[config.mk]
export PLATFORM = sky130hd
export DESIGN_NAME = tile_sched
export DESIGN_NICKNAME = d
export VERILOG_FILES = /design/src/rtl/tile_pkg.sv /design/src/rtl/sched_phase_cnt.sv /design/src/rtl/tile_sched.sv
export SDC_FILE = /design/constraint.sdc
export NUM_CORES = 1
export LEC_CHECK = 0
export ABC_AREA = 1
export CORE_MARGIN = 4
export CORE_UTILIZATION = 44
export CTS_CLUSTER_DIAMETER = 120
export DETAILED_ROUTE_END_ITERATION = 16
export PLACE_DENSITY = 0.8
export SLEW_MARGIN = 20
export SYNTH_ARGS = -nofsm -noshare
export SYNTH_HDL_FRONTEND = slang
export SYNTH_HIERARCHICAL = 1
export SYNTH_SLANG_ARGS = --single-unit
export TNS_END_PERCENT = 20
[constraint.sdc]
create_clock -name clk -period 6.3 [get_ports clk]
set_clock_uncertainty 0.2 [all_clocks]
set_input_delay 1.26 -clock clk [delete_from_list [all_inputs] [get_ports clk]]
set_output_delay 1.26 -clock clk [all_outputs]
set_load 0.03 [all_outputs]
[src/rtl/tile_pkg.sv]
// ---------------------------------------------------------------------------
// tile_pkg
//   Shared constants for the 5x5 systolic tile scheduler slice.
//   - FSM state encoding used by tile_sched (legacy-compatible constants)
//   - Tile calibration-state codes driven onto i_cal_state of top_tile
//   - Default tile geometry and the drain length derived from it
// ---------------------------------------------------------------------------
package tile_pkg;

  // Scheduler FSM states
  localparam logic [2:0] ST_IDLE   = 3'd0;
  localparam logic [2:0] ST_LOAD   = 3'd1;
  localparam logic [2:0] ST_STREAM = 3'd2;
  localparam logic [2:0] ST_DRAIN  = 3'd3;
  localparam logic [2:0] ST_OUT    = 3'd4;
  localparam logic [2:0] ST_DONE   = 3'd5;

  // Tile cal_state codes
  localparam logic [1:0] CAL_IDLE   = 2'b00;
  localparam logic [1:0] CAL_LOAD   = 2'b01;
  localparam logic [1:0] CAL_STREAM = 2'b10;
  localparam logic [1:0] CAL_DRAIN  = 2'b11;

  // Default tile geometry
  localparam int unsigned DEF_ROWS  = 5;
  localparam int unsigned DEF_COLS  = 5;
  localparam int unsigned DRAIN_CYC = DEF_ROWS + DEF_COLS - 1;

  // Cycles needed for the last partial sum to ripple out of a ROWSxCOLS array
  function automatic int unsigned drain_cycles(input int unsigned rows,
                                               input int unsigned cols);
    return rows + cols - 1;
  endfunction

endpackage

[src/rtl/sched_phase_cnt.sv]
// ---------------------------------------------------------------------------
// sched_phase_cnt
//   Loadable down-counter used to time the scheduler phases. Loading N makes
//   o_tc assert after N further cycles, i.e. a phase of N+1 cycles ends on
//   the cycle o_tc is high. The count parks at zero once reached.
// Ports
//   clk, rst     clock, async active-high reset
//   i_load       load strobe (takes priority over counting)
//   i_load_val   value to load (phase length minus one)
//   o_tc         terminal count: counter is zero
// ---------------------------------------------------------------------------
module sched_phase_cnt #(
  parameter int unsigned W = 8
) (
  input  logic         clk,
  input  logic         rst,
  input  logic         i_load,
  input  logic [W-1:0] i_load_val,
  output logic         o_tc
);

  logic [W-1:0] r_cnt;

  always_ff @(posedge clk or posedge rst) begin
    if (rst) begin
      r_cnt <= '0;
    end else if (i_load) begin
      r_cnt <= i_load_val;
    end else if (r_cnt != '0) begin
      r_cnt <= r_cnt - W'(1);
    end
  end

  assign o_tc = (r_cnt == '0);

endmodule

[src/rtl/tile_sched.sv]
// ---------------------------------------------------------------------------
// tile_sched
//   Pass-level scheduler for the 5x5 systolic tile. For every pass of a job
//   it walks the tile through LOAD -> STREAM -> DRAIN, strobes the buffer
//   read side, captures the column accumulators at the end of DRAIN and
//   offers them on a valid/ready port. All outputs are registered.
//
// Optional feature (macro TILE_SCHED_PERF_EN):
//   adds o_stall_cnt[15:0], a saturating count of OUT cycles spent waiting
//   on i_res_ready; cleared on reset and on every accepted start.
//
// Ports
//   clk, rst         clock, async active-high reset
//   i_start          job start pulse, accepted only in IDLE
//   i_layer_state    layer code, latched on accepted start
//   i_num_pass       passes in the job, latched on accepted start
//   i_pass_len       STREAM cycles per pass (0 behaves as 1), latched
//   o_busy           job in progress (LOAD..OUT)
//   o_done           one-cycle job-complete pulse
//   o_en_tf          tile enable (LOAD/STREAM/DRAIN)
//   o_cal_state      tile phase code (see tile_pkg CAL_*)
//   o_layer_state    latched layer code to the tile
//   o_rd_en          buffer read strobe (LOAD/STREAM)
//   i_acc_pp         tile column accumulators
//   o_res_valid      result valid
//   i_res_ready      downstream ready
//   o_res_data       captured pass result, stable while valid
//   o_pass_idx       current pass, 0-based
//   o_stall_cnt      (TILE_SCHED_PERF_EN only) result back-pressure cycles
// ---------------------------------------------------------------------------
module tile_sched
  import tile_pkg::*;
#(
  parameter int unsigned AK_BW  = 20,
  parameter int unsigned ROWS   = 5,
  parameter int unsigned COLS   = 5,
  parameter int unsigned CNT_BW = 8
) (
  input  logic                  clk,
  input  logic                  rst,
  input  logic                  i_start,
  input  logic [2:0]            i_layer_state,
  input  logic [CNT_BW-1:0]     i_num_pass,
  input  logic [CNT_BW-1:0]     i_pass_len,
  output logic                  o_busy,
  output logic                  o_done,
  output logic                  o_en_tf,
  output logic [1:0]            o_cal_state,
  output logic [2:0]            o_layer_state,
  output logic                  o_rd_en,
  input  logic [AK_BW*COLS-1:0] i_acc_pp,
  output logic                  o_res_valid,
  input  logic                  i_res_ready,
  output logic [AK_BW*COLS-1:0] o_res_data,
`ifdef TILE_SCHED_PERF_EN
  output logic [15:0]           o_stall_cnt,
  output logic [CNT_BW-1:0]     o_pass_idx
`else
  output logic [CNT_BW-1:0]     o_pass_idx
`endif
);

  localparam logic [CNT_BW-1:0] LOAD_LAST  = CNT_BW'(ROWS - 1);
  localparam logic [CNT_BW-1:0] DRAIN_LAST = CNT_BW'(drain_cycles(ROWS, COLS) - 1);

  logic [2:0]        r_state;
  logic [2:0]        w_nxt_state;
  logic [CNT_BW-1:0] r_num_pass;
  logic [CNT_BW-1:0] r_pass_len;
  logic              w_cnt_load;
  logic [CNT_BW-1:0] w_cnt_val;
  logic              w_tc;
  logic              w_start_acc;
  logic              w_handshake;
  logic              w_last_pass;
  logic [CNT_BW-1:0] w_stream_last;
  logic [1:0]        w_nxt_cal;

  assign w_start_acc   = (r_state == ST_IDLE) && i_start;
  assign w_handshake   = (r_state == ST_OUT) && o_res_valid && i_res_ready;
  // Widened compare so pass_idx+1 cannot wrap when num_pass is at its max
  assign w_last_pass   = (({1'b0, o_pass_idx} + {{CNT_BW{1'b0}}, 1'b1}) == {1'b0, r_num_pass});
  // A zero pass length still streams for one cycle
  assign w_stream_last = (r_pass_len == '0) ? '0 : (r_pass_len - CNT_BW'(1));

  sched_phase_cnt #(
    .W (CNT_BW)
  ) u_phase_cnt (
    .clk        (clk),
    .rst        (rst),
    .i_load     (w_cnt_load),
    .i_load_val (w_cnt_val),
    .o_tc       (w_tc)
  );

  // Next-state logic; the phase counter is reloaded on every phase entry
  always_comb begin
    w_nxt_state = r_state;
    w_cnt_load  = 1'b0;
    w_cnt_val   = '0;
    case (r_state)
      ST_IDLE: begin
        if (i_start) begin
          if (i_num_pass == '0) begin
            w_nxt_state = ST_DONE;
          end else begin
            w_nxt_state = ST_LOAD;
            w_cnt_load  = 1'b1;
            w_cnt_val   = LOAD_LAST;
          end
        end
      end
      ST_LOAD: begin
        if (w_tc) begin
          w_nxt_state = ST_STREAM;
          w_cnt_load  = 1'b1;
          w_cnt_val   = w_stream_last;
        end
      end
      ST_STREAM: begin
        if (w_tc) begin
          w_nxt_state = ST_DRAIN;
          w_cnt_load  = 1'b1;
          w_cnt_val   = DRAIN_LAST;
        end
      end
      ST_DRAIN: begin
        if (w_tc) begin
          w_nxt_state = ST_OUT;
        end
      end
      ST_OUT: begin
        if (w_handshake) begin
          if (w_last_pass) begin
            w_nxt_state = ST_DONE;
          end else begin
            w_nxt_state = ST_LOAD;
            w_cnt_load  = 1'b1;
            w_cnt_val   = LOAD_LAST;
          end
        end
      end
      ST_DONE: begin
        w_nxt_state = ST_IDLE;
      end
      default: begin
        w_nxt_state = ST_IDLE;
      end
    endcase
  end

  always_comb begin
    w_nxt_cal = CAL_IDLE;
    case (w_nxt_state)
      ST_LOAD:   w_nxt_cal = CAL_LOAD;
      ST_STREAM: w_nxt_cal = CAL_STREAM;
      ST_DRAIN:  w_nxt_cal = CAL_DRAIN;
      default:   w_nxt_cal = CAL_IDLE;
    endcase
  end

  // Phase outputs are decoded from the next state so they are registered
  // yet line up with the state they describe.
  always_ff @(posedge clk or posedge rst) begin
    if (rst) begin
      r_state     <= ST_IDLE;
      o_busy      <= 1'b0;
      o_done      <= 1'b0;
      o_en_tf     <= 1'b0;
      o_cal_state <= CAL_IDLE;
      o_rd_en     <= 1'b0;
    end else begin
      r_state     <= w_nxt_state;
      o_busy      <= (w_nxt_state == ST_LOAD) || (w_nxt_state == ST_STREAM) ||
                     (w_nxt_state == ST_DRAIN) || (w_nxt_state == ST_OUT);
      o_done      <= (w_nxt_state == ST_DONE);
      o_en_tf     <= (w_nxt_state == ST_LOAD) || (w_nxt_state == ST_STREAM) ||
                     (w_nxt_state == ST_DRAIN);
      o_cal_state <= w_nxt_cal;
      o_rd_en     <= (w_nxt_state == ST_LOAD) || (w_nxt_state == ST_STREAM);
    end
  end

  // Job configuration and pass index
  always_ff @(posedge clk or posedge rst) begin
    if (rst) begin
      o_layer_state <= '0;
      r_num_pass    <= '0;
      r_pass_len    <= '0;
      o_pass_idx    <= '0;
    end else if (w_start_acc) begin
      o_layer_state <= i_layer_state;
      r_num_pass    <= i_num_pass;
      r_pass_len    <= i_pass_len;
      o_pass_idx    <= '0;
    end else if (w_handshake && !w_last_pass) begin
      o_pass_idx    <= o_pass_idx + CNT_BW'(1);
    end
  end

  // Result capture on the last DRAIN cycle; held until accepted
  always_ff @(posedge clk or posedge rst) begin
    if (rst) begin
      o_res_data  <= '0;
      o_res_valid <= 1'b0;
    end else if ((r_state == ST_DRAIN) && w_tc) begin
      o_res_data  <= i_acc_pp;
      o_res_valid <= 1'b1;
    end else if (w_handshake) begin
      o_res_valid <= 1'b0;
    end
  end

`ifdef TILE_SCHED_PERF_EN
  always_ff @(posedge clk or posedge rst) begin
    if (rst) begin
      o_stall_cnt <= '0;
    end else if (w_start_acc) begin
      o_stall_cnt <= '0;
    end else if ((r_state == ST_OUT) && o_res_valid && !i_res_ready &&
                 (o_stall_cnt != 16'hFFFF)) begin
      o_stall_cnt <= o_stall_cnt + 16'd1;
    end
  end
`endif

endmodule
==> flow_summary.toml <==
[status]
outcome = "completed"

[grt]
grtUsageTotal_pct = 22.3
antenna_found_initial = 0
grt_max_degree = 103
grt_pass1_wl_um = 28600
grt_pass1_vias = 5703
grt_overflow = 0

[clock_tree]
path_clk_slew_ns = 0.06
cts.hold.buffers_added = 0
cts_resized = 0
cts_tree = "yes"
h-tree-depth = 4
cts_setup_buffers = 0
cts_buffer_depth = 2
cts-root-buf = "clkbuf_16"
clock-sinks = 145
clk_latency_ns = 0.41
numCtsBuffers = 17

[pwr]
power_frac_comb_pct = 4.5
switching_power_uw = 441
pwr-share-clk_pct = 51.6
leakage_uw = 0.00430
total_power_uw = 2120
internal_power_uw = 1680
p_per_area_mw_per_mm2 = 224
ir_worst_vdd_mv = 0.179
switching_share_pct = 20.8
seqPwrFrac_pct = 43.9

[cells_and_area]
multi_input_comb_area_mm2 = 0.00239
area_growth_syn_to_layout_pct = 50.6
nFillCells = 1110
antenna_cells = 0
seq_area_mm2 = 0.00363
drive_gt1_share_pct = 6.04
final_util_pct = 67.9
nNetsFinal = 1124

[sta]
worst_pin_slew_ns = 1.05
setup_tns_ns = 0
setup_violations = 0
hold_viol = 0
clock.fmax_mhz = 266
maxSlewViolCount = 0
hold_ws_ns = 0.275
slew_headroom_pct = 30.3
rsz0062_at_grt = "false"
fin_crit_ns = 3.76
finalCritPeriodShare_pct = 59.7

[synthesis]
syn_area_per_cell_um2 = 8.22
ys_ff_latch = 145
syn_area_mm2 = 0.00629
synth.area.top_cells = "dfrtp_1 (58%), nand2_1 (25%), nand3_1 (2.5%), inv_1 (2.3%), o21ai_0 (1.8%)"
ys_seq_area_share_pct = 57.7
syn_nets = 892
yosysWarnings = 6
synthDistinctLibCells = 32
syn_inst = 765
yosysTopAreaCell = "dfrtp_1"
synth_top_area_share_pct = 57.7

[floorplanning]
ios = 241
die_area_mm2 = 0.0163
core_mm2 = 0.0139
row_count = 43
die_h_um = 128
initial_core_util_pct = 45.1
die_w_um = 128

[placed_design]
hpwl_um = 12400
numPortBuffers = 240
gp_congestion = 0.816

[route]
wl_per_cell_um = 14.7
route.vias.total = 5689
drtIter0Drc = 252
ant_nets = 0
viasPerCell = 4.78
first_pass_iters = 6
remaining_drc_errors = 0
routed_wl_um = 17500

[job]
drv_cap = 0

[setup_path]
path_max_fanout = 25
critical_path.endpoint_type = "flop"
worstSetupStartpointType = "input port"
path_class = "in -> reg"
arrival_ns = 3.90
worstPathRequired_ns = 6.44

[worst_hold_path]
holdCritPathClass = "reg -> reg"
==> path summary, 6_finish.rpt <==
kind	start	cells past startpoint	end	slack, ns
max in group asynchronous	rst	3	o_res_data[52]	3.54
min in group asynchronous	rst	2	u_phase_cnt/r_cnt[3]	1.03
worst min-delay path	o_res_data[61]	2	o_res_data[61]	0.27
worst max register to register	u_phase_cnt/r_cnt[0]	12	o_res_data[74]	2.62
worst min register to register	o_res_data[61]	2	o_res_data[61]	0.27
worst max-delay path	i_start	9	u_phase_cnt/r_cnt[0]	2.54
==> power groups by stage <==
| stage | clock, uW | sequential [uW] | combinational [uW] |
|---|---|---|---|
| floorplan | 0 | 949 | 14.2 |
| global placement | 0 | 948 | 96.8 |
| detailed placement | 0 | 948 | 97.2 |
| CTS | 1110 | 931 | 97.6 |
| global route | 1150 | 931 | 104 |
| finish | 1090 | 931 | 95.8 |
==> cell usage after synthesis (all sizes together) <==
cell / instances
nand2: 421
dfrtp: 145
and3: 1
nor2: 35
o211ai: 1
or3: 1
ha: 4
nand3b: 2
xnor2: 2
nand4: 6
inv: 41
a21oi: 5
nor4: 1
or2: 1
clkbuf: 25
o21bai: 2
xor2: 5
o21ai: 25
nor3: 4
buf: 5
nand3: 33
==> metrics by stage <==
stage	instances	worst slack [ns]	cell area, um2
after CTS	1190	2.57	9470
after global placement	1158	2.21	8820
after floorplan	765	1.17	6290
after detailed placement	1158	2.17	8820
final	1190	2.54	9470
after global routing	1190	2.25	9470
==> final cells by class <==
class / count / share of cell area [%]
well taps: 180 / 2.38
multi-input cells: 549 / 25.2
repair buffers: 243 / 25.6
flip-flops and latches: 145 / 38.3
inverters: 41 / 1.68
clock inverters: 13 / 2.10
clock buffers: 19 / 4.68
==> logic make-up after synthesis <==
kind of cell | synth area share, %
adders and majority gates | 0.796
AOI/OAI and AO/OA | 3.05
buffers and inverters | 4.44
and+or+nand+nor | 33.0
DFF | 57.7
xor gates and xnor gates | 0.975
==> critical path, cell delays in order <==
cell and delay, ns:
clkdlybuf4s50_1 0.48, nand3_2 0.39, inv_1 0.65, o21ai_0 0.26, nand4_1 0.43, inv_1 0.17, nand2_4 0.13, nand2_1 0.07
o21ai_2 0.05
==> sequential cells by signal, indices dropped and copies added, names as in the netlist <==
signal             cells
o_busy                 1
o_cal_state            2
o_done                 1
o_en_tf                1
o_layer_state          3
o_pass_idx             8
o_rd_en                1
o_res_data           100
o_res_valid            1
r_num_pass             8
r_pass_len             8
r_state                3
u_phase_cnt/r_cnt      8
==> layout by cell type (no fill, tap or decap), types with 5 or more instances in the layout <==
master           count
a21oi_1              5
clkbuf_16           17
clkdlybuf4s50_1    240
dfrtp_1            145
inv_1               36
inv_6                5
nand2_1            411
nand2_4              6
nand3_1             31
nand4_1              6
nor2_1              29
o21ai_0             23
xor2_1               5
==> per-layer routing <==
metal | vias to the layer above | global-route usage [%] | wire length (um)
met3 | 22 | 9.20 | 1650
li1 | 2813 | - | -
met2 | 214 | 37.4 | 8820
met5 | - | 0 | 0
met1 | 2640 | 25.9 | 6680
met4 | 0 | 7.82 | 345
Note: power is estimated with default switching activity, not from simulation.
